==> config.mk <==
export PLATFORM = sky130hd
export DESIGN_NAME = my_fetch
export DESIGN_NICKNAME = d
export VERILOG_FILES = /design/src/rtl/my_fetch_pkg.sv /design/src/rtl/my_fetch.sv
export SDC_FILE = /design/constraint.sdc
export NUM_CORES = 1
export LEC_CHECK = 0
export BUFFER_PORTS_ARGS = -buffer_cell sky130_fd_sc_hd__buf_2
export CAP_MARGIN = 20
export CORE_MARGIN = 2
export CORE_UTILIZATION = 58
export DETAILED_ROUTE_END_ITERATION = 6
export HOLD_SLACK_MARGIN = 0.08
export PLACE_DENSITY = 0.85
export SYNTH_ARGS = -nofsm -noshare
export SYNTH_HDL_FRONTEND = slang
export SYNTH_SLANG_ARGS = --single-unit
export TNS_END_PERCENT = 50
==> constraint.sdc <==
create_clock -name clk -period 4.8 [get_ports clk]
set_input_delay 0.72 -clock clk [delete_from_list [all_inputs] [get_ports clk]]
set_output_delay 0.72 -clock clk [all_outputs]
set_load 0.01 [all_outputs]
==> src/rtl/my_fetch_pkg.sv <==
// Shared definitions for the instruction fetch stage: state encoding,
// instruction width, reset PC default and the no-op instruction word.
package my_fetch_pkg;

  localparam int INSTR_W = 16;

  // Default PC after reset; the fetch block narrows it to its PC width.
  localparam logic [15:0] DEF_RESET_PC = 16'h0000;

  // Word placed in ir whenever no live instruction is held.
  localparam logic [INSTR_W-1:0] NOP_IR = 16'h0000;

  typedef enum logic [1:0] {
    IDLE  = 2'd0,
    REQ   = 2'd1,
    DRAIN = 2'd2,
    HOLD  = 2'd3
  } fetch_state_e;

  // The memory request is active in the two bus-owning states.
  function automatic logic is_bus_state(input fetch_state_e s);
    return (s == REQ) || (s == DRAIN);
  endfunction

endpackage

==> src/rtl/my_fetch.sv <==
// Instruction fetch stage. Holds the PC, fetches one word at a time over a
// req/ack handshake, presents it to the decoder in ir until consumed, and
// handles branch redirects including squashing a fetch already on the bus.
module my_fetch
  import my_fetch_pkg::*;
#(
  parameter int              PC_W     = 16,
  parameter logic [PC_W-1:0] RESET_PC = PC_W'(DEF_RESET_PC)
) (
  input  logic                clk,
  input  logic                rst_n,
  output logic                imem_req,
  output logic [PC_W-1:0]     imem_addr,
  input  logic                imem_ack,
  input  logic [INSTR_W-1:0]  imem_rdata,
  input  logic                stall,
  input  logic                br_taken,
  input  logic [PC_W-1:0]     br_target,
  output logic [INSTR_W-1:0]  ir,
  output logic                ir_valid,
  output logic [PC_W-1:0]     ir_pc
);

  localparam logic [PC_W-1:0] PC_ONE  = {{(PC_W-1){1'b0}}, 1'b1};
  localparam logic [PC_W-1:0] PC_ZERO = {PC_W{1'b0}};

  fetch_state_e         state_q, state_d;
  logic [PC_W-1:0]      pc_q, pc_d;
  logic [PC_W-1:0]      pc_next_q, pc_next_d;
  logic [INSTR_W-1:0]   ir_q, ir_d;
  logic                 ir_valid_q, ir_valid_d;
  logic [PC_W-1:0]      ir_pc_q, ir_pc_d;
  logic                 consume;

  assign consume = ir_valid_q & ~stall;

  // Next-state and datapath decode for the fetch sequence.
  always_comb begin
    state_d    = state_q;
    pc_d       = pc_q;
    pc_next_d  = pc_next_q;
    ir_d       = ir_q;
    ir_valid_d = ir_valid_q;
    ir_pc_d    = ir_pc_q;
    case (state_q)
      IDLE: begin
        if (br_taken) begin
          pc_d = br_target;
        end else begin
          pc_d = pc_q;
        end
        state_d = REQ;
      end
      REQ: begin
        if (imem_ack) begin
          if (br_taken) begin
            // Returned word belongs to the old path; refetch from the target.
            pc_d    = br_target;
            state_d = REQ;
          end else begin
            ir_d       = imem_rdata;
            ir_pc_d    = pc_q;
            ir_valid_d = 1'b1;
            pc_d       = pc_q + PC_ONE;
            state_d    = HOLD;
          end
        end else begin
          if (br_taken) begin
            // Address must stay on the bus until acked; park the target.
            pc_next_d = br_target;
            state_d   = DRAIN;
          end else begin
            state_d = REQ;
          end
        end
      end
      DRAIN: begin
        if (imem_ack) begin
          // A redirect arriving in the ack cycle is the newest one.
          if (br_taken) begin
            pc_d = br_target;
          end else begin
            pc_d = pc_next_q;
          end
          state_d = REQ;
        end else begin
          if (br_taken) begin
            pc_next_d = br_target;
          end else begin
            pc_next_d = pc_next_q;
          end
          state_d = DRAIN;
        end
      end
      HOLD: begin
        if (br_taken) begin
          ir_d       = NOP_IR;
          ir_valid_d = 1'b0;
          pc_d       = br_target;
          state_d    = REQ;
        end else if (consume) begin
          ir_d       = NOP_IR;
          ir_valid_d = 1'b0;
          state_d    = REQ;
        end else begin
          state_d = HOLD;
        end
      end
      default: begin
        state_d    = IDLE;
        ir_d       = NOP_IR;
        ir_valid_d = 1'b0;
      end
    endcase
  end

  // State, PC and instruction registers with asynchronous reset.
  always_ff @(posedge clk or negedge rst_n) begin
    if (!rst_n) begin
      state_q    <= IDLE;
      pc_q       <= RESET_PC;
      pc_next_q  <= RESET_PC;
      ir_q       <= NOP_IR;
      ir_valid_q <= 1'b0;
      ir_pc_q    <= PC_ZERO;
    end else begin
      state_q    <= state_d;
      pc_q       <= pc_d;
      pc_next_q  <= pc_next_d;
      ir_q       <= ir_d;
      ir_valid_q <= ir_valid_d;
      ir_pc_q    <= ir_pc_d;
    end
  end

  // In DRAIN pc_q still holds the squashed address, so the bus stays stable.
  assign imem_req  = is_bus_state(state_q);
  assign imem_addr = pc_q;
  assign ir        = ir_q;
  assign ir_valid  = ir_valid_q;
  assign ir_pc     = ir_pc_q;

endmodule

; Word-level counts from Yosys, hierarchy flattened
; Index checks and enable logic that the tools add are counted.
; Widths: inputs -> output; s select.
[word_totals]
regBits = 67
latch_bits = 0
ram_bits = 0
mem_bits_ro = 0
input_bits = 37
out_inout_bits = 50
word_cells = 51
memories = 0
[op_classes]
n_addsub = 1
mul = 0
div_mod_pow = 0
magnitude_cmp = 0
eq_ne = 8
shift = 0
mux = 23
n_bitwise = 4
n_reduce_logical = 9
[ops]
columns = operator, count
row1 = $mux 16, 9
row2 = $pmux 16 s3, 1
row3 = $pmux 16 s2, 1
row4 = $add 16x1->16 const B, 1
row5 = $mux 2, 6
row6 = $pmux 2 s4, 1
row7 = $ne 2x2->1 const B, 3
row8 = $reduce_and 3->1, 2
row9 = $eq 2x2->1 const B, 2
row10 = $mux 1, 4
row11 = $reduce_and 4->1, 1
row12 = $reduce_or 2->1, 2
row13 = $ne 3x3->1 const B, 1
row14 = $not 1->1, 3
row15 = $eq 2x1->1 const B, 1
row16 = $logic_not 2->1, 1
row17 = $ne 2x1->1 const B, 1
row18 = $pmux 1 s2, 1
row19 = $reduce_and 2->1, 1
row20 = $reduce_bool 2->1, 1
row21 = $and 1x1->1, 1
row22 = $logic_or 1x1->1, 1

; Longest topological paths before layout
; Gate-level depths: netlist (run 1).
[logic_depth]
depth_word = 5
ltp_mapped = 10
depth_no_buf = 6

; Worst setup path before layout (run 1)
; No wires, ideal clock.
[synth_timing]
path_kind = input port to flip-flop
startpoint = input port br_taken
endpoint = register ir_pc_q[0], in the netlist ir_pc[0]
setup_time_ns = 0.125
t_arrival_ns = 1.924
required_ns = 4.675
slack_ns = 2.751
cell_stages = 6
n_path_buf = 2
path_cell_list = buf_4 -> inv_1 -> ha_1 -> nand2_1 -> clkbuf_1 -> mux2_2
[synth_via]
elab_chain_cells = 2
[synth_rtl]
columns = item, line_no
row1 = start: declaration, my_fetch.sv:17  ; input logic br_taken,
row2 = $not 1->1 (no source line), -
row3 = $reduce_and 3->1 (no source line), -
row4 = end signal: assignment, my_fetch.sv:132  ; ir_pc_q <= ir_pc_d;
row5 = end: declaration, my_fetch.sv:32  ; logic [PC_W-1:0] ir_pc_q, ir_pc_d;
; Every way passes these cells.
; A chain may end at the register's enable or synchronous reset.

; Final worst setup path (run 1)
[layout_timing]
startpoint = register state_q[0]
endpoint = register pc_q[15], in the netlist imem_addr[15]
[layout_via]
elab_chain_cells = 4
word_cells_on_any_way = 10
classes_between = eq/ne (6) / mux (1) / reduce/logical (3)
[layout_rtl]
columns = item, line_no
row1 = start: declaration, my_fetch.sv:27  ; fetch_state_e state_q, state_d;
row2 = start signal: assignment, my_fetch.sv:127  ; state_q <= state_d;
row3 = $eq 2x2->1 or $logic_not 2->1 (tied branches), my_fetch.sv:45  ; case (state_q)
row4 = $reduce_or 2->1 (no source line), -
row5 = $ne 2x1->1 (no source line), -
row6 = $reduce_and 3->1 (no source line), -
row7 = end signal: assignment, my_fetch.sv:128  ; pc_q <= pc_d;
row8 = end: declaration, my_fetch.sv:28  ; logic [PC_W-1:0] pc_q, pc_d;
; Several ways; a longest one is shown, not always the timed one.

==> impl_results.md, run 1 <==
- Lkg Pwr: 1.961 nW
- Largest net degree at the start of global routing: 68
- Clock sink total: 67
- Final Util: 0.6792
- Routed Antenna Nets: 0
- RSZ-0062 raised after global routing: false
- Clk pwr share: 0.149
- Clock-pin slew on the worst setup and hold paths: approximately 0.07 ns
- Layout cell share with drive strength beyond 1: 0.3265
- Mapped Nets: 405
- Slew @ Worst Pin: 1.066 ns
- Post-synth EDFFs: 0
- Htree depth: 3
- F_max: 350.1 MHz
- Initial antenna violation count: 0
- Port bufs: 86
- Top_reg_cell synth: dfrtp_1
- Global-route wire length before repair: 13600 um
- Post-DR vias/cell: 6.039
- First-pass DRT Iterations: 5
- Num CTS Buffers: 9
- Dpl hpwl: 5658 um
- Sum of negative setup slack: 0 ns
- Minimum clock period: 2.856 ns
- Vias in the first global route: 2873
- Worst Path Required: 5.00 ns
- Cell area after layout: around 4200 sq um
- Detailed Route Iter0 Violations: 198
- Post-Route WL: 8258 um
- Final Setup Violations: 0
- CP Capture Type: flop
- Distinct cells, synth: 56
- Die X: 83.61 um
- Nets@finish: 480
- WL/cell: between 15 and 20 um
- Clock skew: 0.003972 ns
- Area Growth Syn to Fin: 15.32%
- Worst path buffer plus inverter count: 1
- Clk buf depth: 2
- Overflow left after global routing: 0
- # resized after CTS: 0
- ANT cells: 0
- Cell Area, Placed: 4060 sq um
- Root buffer cell: clkbuf_8
- Drt drc: 0
- Slew Limit Fails: 0
- Total of warnings raised by yosys: 0
- Fraction of registers with async set/reset: 1.000
- Max_cap viols: 0
- Status: complete, no violations
- NetSw: 1.202 mW
- Die height: 83.61 um
- Rel. slew slack: 0.2892
- Placed Instances: 502
- Critical path arrival: between 3 and 4 ns
- Worst vdd ir: between 0.3 and 0.4 mV
- Cell area after synthesis: 3676 sq um
- Crit start category: flop
- CP cell instances: inv_1 > ha_1 > o21ba_1 > or2_0 > o31a_1 > o31ai_1
- Ports: 87
- Fin cells: between 500 and 600
- CP Max Fanout: 18
- Slowest cell on crit path: or2_0
- Gpl congestion: 0.8853
- Total die area: 6991 sq um
- Setup Buffers After CTS: 0
- P_int: 1.648 mW
- Worst min-delay path class: flop to flop
- CTS tree: done
- Final-report hold violation count: 0
- Power per cell area: 672.3 nW/um^2
- Logic pwr share: 0.478
- Via Count: approximately 3100
- Row count: 29
- Critical path's largest stage delay: 0.86 ns
- Clk_lat worst skew: 0.35 ns
- Crit path kind: flop to flop
- Sequential fraction of design power: 0.373
- Syn Area/Cell: 10.18 sq um
- GRT Overall Usage: 0.2416
- Final worst-path cycle share: 0.5951
- Crit-path leading delay family: simple AND/OR/NAND/NOR gates
- Yosys reg bits: 67
- Switching share of power: 0.4217
- Seq/Total Area, Yosys: 0.4561
- Cell count after synthesis: 361
- Core ar.: 6241 sq um
- Hold bufs inserted after CTS: 0
- Initial Util: 0.5890
-- power by group through the flow --
| stage | logic [mW] | registers (mW) | clock network, mW |
|---|---|---|---|
| floorplan | 0.895 | 1.12 | 0 |
| global placement | 1.31 | 1.05 | 0 |
| detailed placement | 1.35 | 1.06 | 0 |
| CTS | 1.36 | 1.06 | 0.433 |
| global route | 1.50 | 1.10 | 0.456 |
| finish | 1.36 | 1.06 | 0.425 |
-- cells in the final DEF (no fill, tap or decap), types with 7 or more instances in the layout --
master / synthesis / layout
inv_1: 13 / 13
a21oi_1: 11 / 11
mux2_2: 30 / 30
mux2i_1: 7 / 7
nor3_1: 9 / 9
ha_1: 7 / 7
dfrtp_1: 67 / 67
nand2_1: 36 / 36
a221oi_1: 7 / 7
o21ai_0: 36 / 36
clkbuf_8: 0 / 11
nand2b_1: 22 / 22
buf_2: 6 / 86
-- synth_stat cells, types with 3 or more instances --
library cell,number,area (sq um)
a22o_1,5,43.79
a31oi_1,5,31.28
nor2b_1,3,18.77
nor2_1,6,22.52
o21ai_0,36,180.2
nand3_1,6,30.03
dfrtp_1,67,1677
buf_6,7,78.83
o31ai_1,6,45.04
inv_1,13,48.80
o31a_1,4,35.03
clkbuf_1,9,33.78
buf_2,6,30.03
o211ai_1,3,22.52
nand2b_1,22,137.6
mux2_2,30,337.8
o221ai_1,3,26.28
nand2_1,36,135.1
ha_1,7,87.58
mux2i_1,7,70.07
a21oi_1,11,55.05
nor3_1,9,45.04
a221oi_1,7,61.31
nor4_1,6,37.54
nand3_2,3,30.03
a211oi_1,3,22.52
-- routing by layer --
layer | track usage | wire (um)
met1 | 0.3288 | 3651
met2 | 0.3673 | 3866
met3 | 0.06825 | 600
met4 | 0.09531 | 140
met5 | 0 | 0
-- metrics by stage --
stage / setup WS [ns] / hold slack, ns / total power [mW]
after CTS: 2.008 / 0.4851 / 2.851
after detailed placement: 1.878 / 0.4690 / 2.416
after global routing: 1.849 / 0.5006 / 3.054
after global placement: 1.922 / 0.4566 / 2.357
final: 1.944 / 0.4808 / 2.850
after floorplan: 2.751 / 0.4244 / 2.017
-- tightest hold or removal path: cells and delay by family (launching register included) --
family,cells,cell delay (ns)
flip-flops,1,0.34
AO/OA/AOI/OAI,1,0.06
AND/OR/NAND/NOR,1,0.04
-- state kept, by name (all words and copies together) (netlist names) --
register   flops
pc_next_q     16
ir_valid       1
state_q        2
imem_addr     16
ir            16
ir_pc         16
-- cell type report --
class	count	area [sq um]
repair buffers	88	445.4
fillers	487	2002
clock buffers	11	151.4
flip-flops and latches	67	1677
well taps	77	96.34
clock inverters	5	27.53
inverters	15	56.30
multi-input cells	255	1785
-- final timing paths --
path / from / slack, ns / cells after the start / endpoint
setup / recovery: state_q[0]$_DFF_PN0_ / 1.94 / 6 / imem_addr[15]$_DFFE_PN0P_
hold / removal: ir[8]$_DFFE_PN0P_ / 0.48 / 2 / ir[8]$_DFFE_PN0P_
setup reg to reg: state_q[0]$_DFF_PN0_ / 1.94 / 6 / imem_addr[15]$_DFFE_PN0P_
hold reg to reg: ir[8]$_DFFE_PN0P_ / 0.48 / 2 / ir[8]$_DFFE_PN0P_
max in group asynchronous: rst_n / 3.71 / 2 / ir[6]$_DFFE_PN0P_
min in group asynchronous: rst_n / 0.55 / 2 / ir_pc[2]$_DFFE_PN0P_
-- cells by family (layout without fill, tap and decap cells) --
logic type / count (synthesis) / after routing / share of synthesized area
simple gates: 105 / 105 / 0.1545
compound gates: 103 / 103 / 0.1879
flops: 67 / 67 / 0.4561
mux: 39 / 39 / 0.1171
buf+inv: 39 / 119 / 0.05820
fa+ha+maj: 7 / 7 / 0.02382
xor+xnor: 1 / 1 / 0.002383
Power figures use the tool's default switching activity.
==> run 2: changes to the inputs <==
--- a/config.mk
+++ b/config.mk
@@ -8,10 +8,10 @@
 export BUFFER_PORTS_ARGS = -buffer_cell sky130_fd_sc_hd__buf_2
 export CAP_MARGIN = 20
 export CORE_MARGIN = 2
-export CORE_UTILIZATION = 58
+export CORE_UTILIZATION = 49
 export DETAILED_ROUTE_END_ITERATION = 6
 export HOLD_SLACK_MARGIN = 0.08
-export PLACE_DENSITY = 0.85
+export PLACE_DENSITY = 0.77
 export SYNTH_ARGS = -nofsm -noshare
 export SYNTH_HDL_FRONTEND = slang
 export SYNTH_SLANG_ARGS = --single-unit
==> constraint.sdc (replaced) <==
create_clock -name clk -period 2.42 [get_ports clk]
set_input_delay 0.363 -clock clk [delete_from_list [all_inputs] [get_ports clk]]
set_output_delay 0.363 -clock clk [all_outputs]
set_load 0.01 [all_outputs]
==> run 2 against run 1 <==
Global-route usage is 2.5 points lower. Sequential power up 98%. Sequential cell count is the same. Count of clock-buffer cells in the layout up 2. Total power is 100% higher. Register-to-register slack lost 1.6 ns. Critical path type unchanged. Via count fell by 1.5%. Critical endpoint is now imem_addr[8]$_DFFE_PN0P_. Highest routed layer unchanged. Fmax grew 37%. Cell count rose by 6.4%. Die area rose by 17%.
==> impl_results.md, run 2 (synthesis results as in run 1) <==
- Total power: 5.826 mW
- Die height: 90.62 um
- Worst Path Required: approximately 2.7 ns
- Lkg Pwr: just over 2 nW
- Final worst-path cycle share: 0.8593
- Die X: 90.62 um
- Minimum clock period: between 2 and 2.5 ns
- Overflow left after global routing: 0
- Layout cell share with drive strength beyond 1: 0.3363
- ANT cells: 0
- Htree depth: 3
- GRT Overall Usage: 0.2167
- Port bufs: 86
- First-pass DRT Iterations: 4
- Clk buf depth: 2
- Critical path's largest stage delay: approximately 0.56 ns
- Clock-pin slew on the worst setup and hold paths: 0.07 ns
- Global-route wire length before repair: 14500 um
- Slowest cell on crit path: or4_1
- WL/cell: 15.42 um
- Routed Antenna Nets: 0
- CTS tree: done
- CP Max Fanout: 25
- Num CTS Buffers: 9
- Most frequent cells in the layout: buf_2 (86), dfrtp_1 (67), o21ai_0 (36), nand2_1 (36), mux2_2 (30)
- Cell area after layout: 4387 sq um
- Slew @ Worst Pin: a little under 1 ns
- # resized after CTS: 0
- Detailed Route Iter0 Violations: 230
- Worst min-delay path class: primary input to flop
- Hold bufs inserted after CTS: 1
- Fillers: 634
- Total die area: between 8000 and 9000 sq um
- Post-DR vias/cell: roughly 5.6
- Critical path arrival: 2.35 ns
- Row count: 31
- Power per cell area: 1328 nW/um^2
- Max_cap viols: 0
- F_max: approximately 480 MHz
- Rel. slew slack: 0.3580
- Root buffer cell: clkbuf_8
- Status: complete, no violations
- Clock skew: slightly below 0.006 ns
- Vias in the first global route: 2966
- Gpl congestion: 0.8448
- CP Capture Type: flop
- Area Growth Syn to Fin: 19.33%
- Dpl hpwl: 6218 um
- Sum of negative setup slack: 0 ns
- Cell Area, Placed: 4183 sq um
- CP cell instances: inv_1 > ha_1 > buf_4 > nand2b_1 > or4_1 > nand3_1 > a22o_1
- Core ar.: 7253 sq um
- Drt drc: 0
- Final Setup Violations: 0
- Worst vdd ir: 0.6590 mV
- Ports: 87
- RSZ-0062 raised after global routing: false
- Crit path kind: flop to flop
- Final-report hold violation count: 0
- Crit start category: flop
- Initial antenna violation count: 0
- Setup Buffers After CTS: 0
- Commonest non-fill, non-tap cell in the layout: buf_2
- Nets@finish: about 490
- Clock sink total: 67
- Largest net degree at the start of global routing: 35
- Clk_lat worst skew: ~0.34 ns
- Via Count: approximately 3000
- Initial Util: 0.5068
- Post-Route WL: 8495 um
- Slew Limit Fails: 0
run 2: cell types whose count changed in the layout (fill, tap and decap cells not counted):
| cell | previous run | this run |
|---|---|---|
| bufinv_16 | 0 | 1 |
| clkinv_2 | 4 | 1 |
| buf_4 | 2 | 12 |
| clkbuf_1 | 0 | 2 |
| dlygate4sd3_1 | 0 | 1 |
| clkinvlp_4 | 1 | 0 |
| buf_12 | 0 | 1 |
run 2: where the power goes:
group          internal, mW  switching (mW)
logic                  1.25            1.54
registers              1.68           0.429
clock network         0.526           0.400
run 2: through the flow:
step	setup slack (ns)	utilization	hold WS (ns)	instances
3_3_place_gp	0.3937	0.5767	0.3161	535
6_report	0.3405	0.6048	0.2724	551
3_5_place_dp	0.2557	0.5767	0.3220	535
4_1_cts	0.3525	0.6048	0.2641	551
2_1_floorplan	0.5358	-	0.06741	361
5_1_grt	0.1702	0.6048	0.2745	551
run 2: final cells by class:
cell class	instances	area, sq um	share of cell area
clock inverter	2	35.03	0.007986
timing repair buffer	100	550.5	0.1255
sequential	67	1677	0.3822
clock buffer	13	158.9	0.03622
tap	99	123.9	0.02824
inverter	15	56.30	0.01284
multi-input combinational	255	1785	0.4070
run 2: worst paths after layout:
check                           cells after the start                  endpoint  slack (ns)                 start
min in group asynchronous                           2      ir_pc[2]$_DFFE_PN0P_        0.50                 rst_n
worst max register to register                      7  imem_addr[8]$_DFFE_PN0P_        0.34  state_q[1]$_DFF_PN0_
worst min register to register                      2      ir_pc[9]$_DFFE_PN0P_        0.48  ir_pc[9]$_DFFE_PN0P_
max in group asynchronous                           3         ir[1]$_DFFE_PN0P_        1.26                 rst_n
worst min-delay path                                3         ir[0]$_DFFE_PN0P_        0.27         imem_rdata[0]
worst max-delay path                                7  imem_addr[8]$_DFFE_PN0P_        0.34  state_q[1]$_DFF_PN0_
run 2: layer usage:
metal	GRT usage	part of all wire	wire length (um)	vias to the layer above
met4	0.06667	0.017	144	0
met3	0.05509	0.071	603	12
met5	0	0	0	-
met1	0.2978	0.46	3893	1456
li1	-	-	-	1490
met2	0.3377	0.45	3854	124
run 2: critical path, delay by kind of cell (launching register included):
family,cells,cell delay [ns]
and+or+nand+nor,3,0.87
AOI/OAI and AO/OA,1,0.11
buffers and inverters,2,0.39
adders and majority gates,1,0.23
DFF,1,0.40
==> run 3: changes to the inputs <==
--- a/config.mk
+++ b/config.mk
@@ -8,10 +8,11 @@
 export BUFFER_PORTS_ARGS = -buffer_cell sky130_fd_sc_hd__buf_2
 export CAP_MARGIN = 20
 export CORE_MARGIN = 2
-export CORE_UTILIZATION = 49
+export CORE_UTILIZATION = 50
+export CTS_BUF_LIST = sky130_fd_sc_hd__clkbuf_8
 export DETAILED_ROUTE_END_ITERATION = 6
 export HOLD_SLACK_MARGIN = 0.08
-export PLACE_DENSITY = 0.77
+export PLACE_DENSITY = 0.78
 export SYNTH_ARGS = -nofsm -noshare
 export SYNTH_HDL_FRONTEND = slang
 export SYNTH_SLANG_ARGS = --single-unit
==> run 3 against run 2 <==
Global-route usage up 0.35 points. Critical path type unchanged. Fmax decreased by 0.46%. Die area down 1.9%. Combinational power is essentially flat. Critical endpoint is now imem_addr[12]$_DFFE_PN0P_. Sequential share of layout area hardly changed. Register-to-register slack is essentially flat.
==> impl_results.md, run 3 (synthesis results as in run 1) <==
- Status: complete, no violations
- Logic pwr share: 0.476
- Vias in the first global route: 2995
- Critical path arrival: between 2 and 2.5 ns
- Minimum clock period: 2.089 ns
- Slew @ Worst Pin: 0.5637 ns
- Hold Path Stages: 3
- Detailed Route Iter0 Violations: between 200 and 250
- Lkg Pwr: 2.033 nW
- RSZ-0062 raised after global routing: false
- Worst r2r path cells: 6
- Crit start category: flop
- Final Util: 0.6120
- Top Layer Used: met4
- Total die area: 8054 sq um
- Final worst-path cycle share: 0.8633
- Max_cap viols: 0
- Row count: 31
- Crit-path leading delay family: compound AO/OA/AOI/OAI gates
- Total power: 5.866 mW
- CP Capture Type: flop
- Hold_ws: 0.2629 ns
- CTS tree: done
- Rel. slew slack: 0.6242
- Clock-pin slew on the worst setup and hold paths: 0.07 ns
- Final-report hold violation count: 0
- Via Count: 3079
- CP Depth: 6
- P_int: 3.477 mW
- Layout cell share with drive strength beyond 1: 0.3392
- Worst path buffer plus inverter count: 2
- Die height: 89.75 um
- Die X: approximately 90 um
- Post-Route WL: 8505 um
- Routed metal-1 wire length: 3862 um
- Port bufs: 86
- Final Setup Violations: 0
- Global-route wire length before repair: around 15000 um
- Clk_lat worst skew: 0.35 ns
- Clock sink total: 67
- Met2 wire length: 3969 um
- CP Max Fanout: 10
- Worst vdd ir: between 0.6 and 0.7 mV
- NetSw: 2.389 mW
- First-pass DRT Iterations: 4
- Num CTS Buffers: 9
- Slew Limit Fails: 0
- Gpl congestion: 0.8853
- Dpl hpwl: 6102 um
- F_max: 478.7 MHz
- Sequential fraction of design power: 0.361
- GRT Overall Usage: 0.2202
- Routed Antenna Nets: 0
- Slowest cell on crit path: a221oi_1
- Commonest non-fill, non-tap cell in the layout: buf_2
- Worst Path Required: 2.63 ns
- Fillers: 631
- Critical path's largest stage delay: 0.50 ns
- Initial antenna violation count: 0
- Power per cell area: roughly 1300 nW/um^2
- Drt drc: 0
- WL/cell: approximately 15 um
- Sum of negative setup slack: 0 ns
- ANT cells: 0
- Clock skew: 0.007151 ns
- Overflow left after global routing: 0
- Largest net degree at the start of global routing: slightly below 70
- Met3 WL: 543 um
- Core ar.: 7176 sq um
- Nets@finish: 490
- CP cell instances: inv_1 > ha_2 > clkinvlp_4 > a221oi_1 > o31a_1 > o31ai_1
- Crit path kind: flop to flop
- Post-DR vias/cell: between 5 and 6
- Worst min-delay path class: primary input to flop
- Initial Util: 0.5123
- Clk pwr share: 0.163
- Ports: 87
- Clk buf depth: 2
- Area Growth Syn to Fin: 19.47%
- Switching share of power: 0.4072
- Htree depth: 3
- Most frequent cells in the layout: buf_2 (86), dfrtp_1 (67), o21ai_0 (36), nand2_1 (36), mux2_2 (30)
- Root buffer cell: clkbuf_8
## run 3: cell types whose count changed in the layout (fill, tap and decap cells not counted)
cell / before / now
buf_4: 12 / 10
ha_2: 0 / 1
a32o_2: 0 / 1
ha_1: 7 / 6
a32o_1: 1 / 0
clkbuf_1: 2 / 0
clkinv_1: 2 / 1
clkinv_2: 1 / 0
clkbuf_8: 11 / 12
inv_1: 13 / 16
clkinvlp_4: 0 / 1
## run 3: routing by layer
metal,GRT usage,vias up
met2,0.3561,118
met5,0,-
met3,0.04778,12
met4,0.07051,0
met1,0.2980,1461
li1,-,1488
## run 3: power by group through the flow
| stage | Combinational (mW) | Clock [mW] | Sequential (mW) |
|---|---|---|---|
| after floorplan | 1.78 | 0 | 2.23 |
| after global placement | 2.68 | 0 | 2.09 |
| after detailed placement | 2.78 | 0 | 2.13 |
| after CTS | 2.78 | 0.973 | 2.11 |
| after global routing | 3.11 | 1.02 | 2.20 |
| final | 2.79 | 0.956 | 2.12 |
## run 3: cell type report
type	count	area, sq um	area share
Clock buffer	12	165.2	0.03761
Clock inverter	4	41.29	0.009402
Inverter	15	60.06	0.01368
Multi-Input combinational cell	255	1789	0.4074
Sequential cell	67	1677	0.3818
Tap cell	99	123.9	0.02821
Timing Repair Buffer	98	535.5	0.1219
## run 3: worst reg2reg max path: stages (launching register included)
cell	delay (ns)
dfrtp_1	0.39
inv_1	0.08
ha_2	0.48
clkinvlp_4	0.26
a221oi_1	0.50
o31a_1	0.19
o31ai_1	0.06
## run 3: repair_timing
item / CTS / global route
buffers inserted: 0 / 0
hold buffers: 1 / 0
endpoints found under the setup margin: 0 / 21
gates resized for setup: 0 / 3
hold endpoints to repair: 67 / 0
## run 3: final timing paths
path	slack (ns)	from	endpoint
max	0.33	state_q[1]$_DFF_PN0_	imem_addr[12]$_DFFE_PN0P_
min	0.26	imem_rdata[14]	ir[14]$_DFFE_PN0P_
max reg2reg	0.33	state_q[1]$_DFF_PN0_	imem_addr[12]$_DFFE_PN0P_
min reg2reg	0.48	ir_pc[7]$_DFFE_PN0P_	ir_pc[7]$_DFFE_PN0P_
max in group asynchronous	1.56	rst_n	pc_next_q[9]$_DFFE_PN0P_
min in group asynchronous	0.56	rst_n	ir_pc[0]$_DFFE_PN0P_
## run 3: metrics by stage
step / std cells / setup slack (ns) / cell area [sq um]
6_report: 550 / 0.3309 / 4392
2_1_floorplan: 361 / 0.5358 / 3676
5_1_grt: 550 / 0.1700 / 4392
4_1_cts: 550 / 0.1304 / 4384
3_5_place_dp: 533 / 0.1169 / 4168
3_3_place_gp: 533 / 0.3250 / 4168
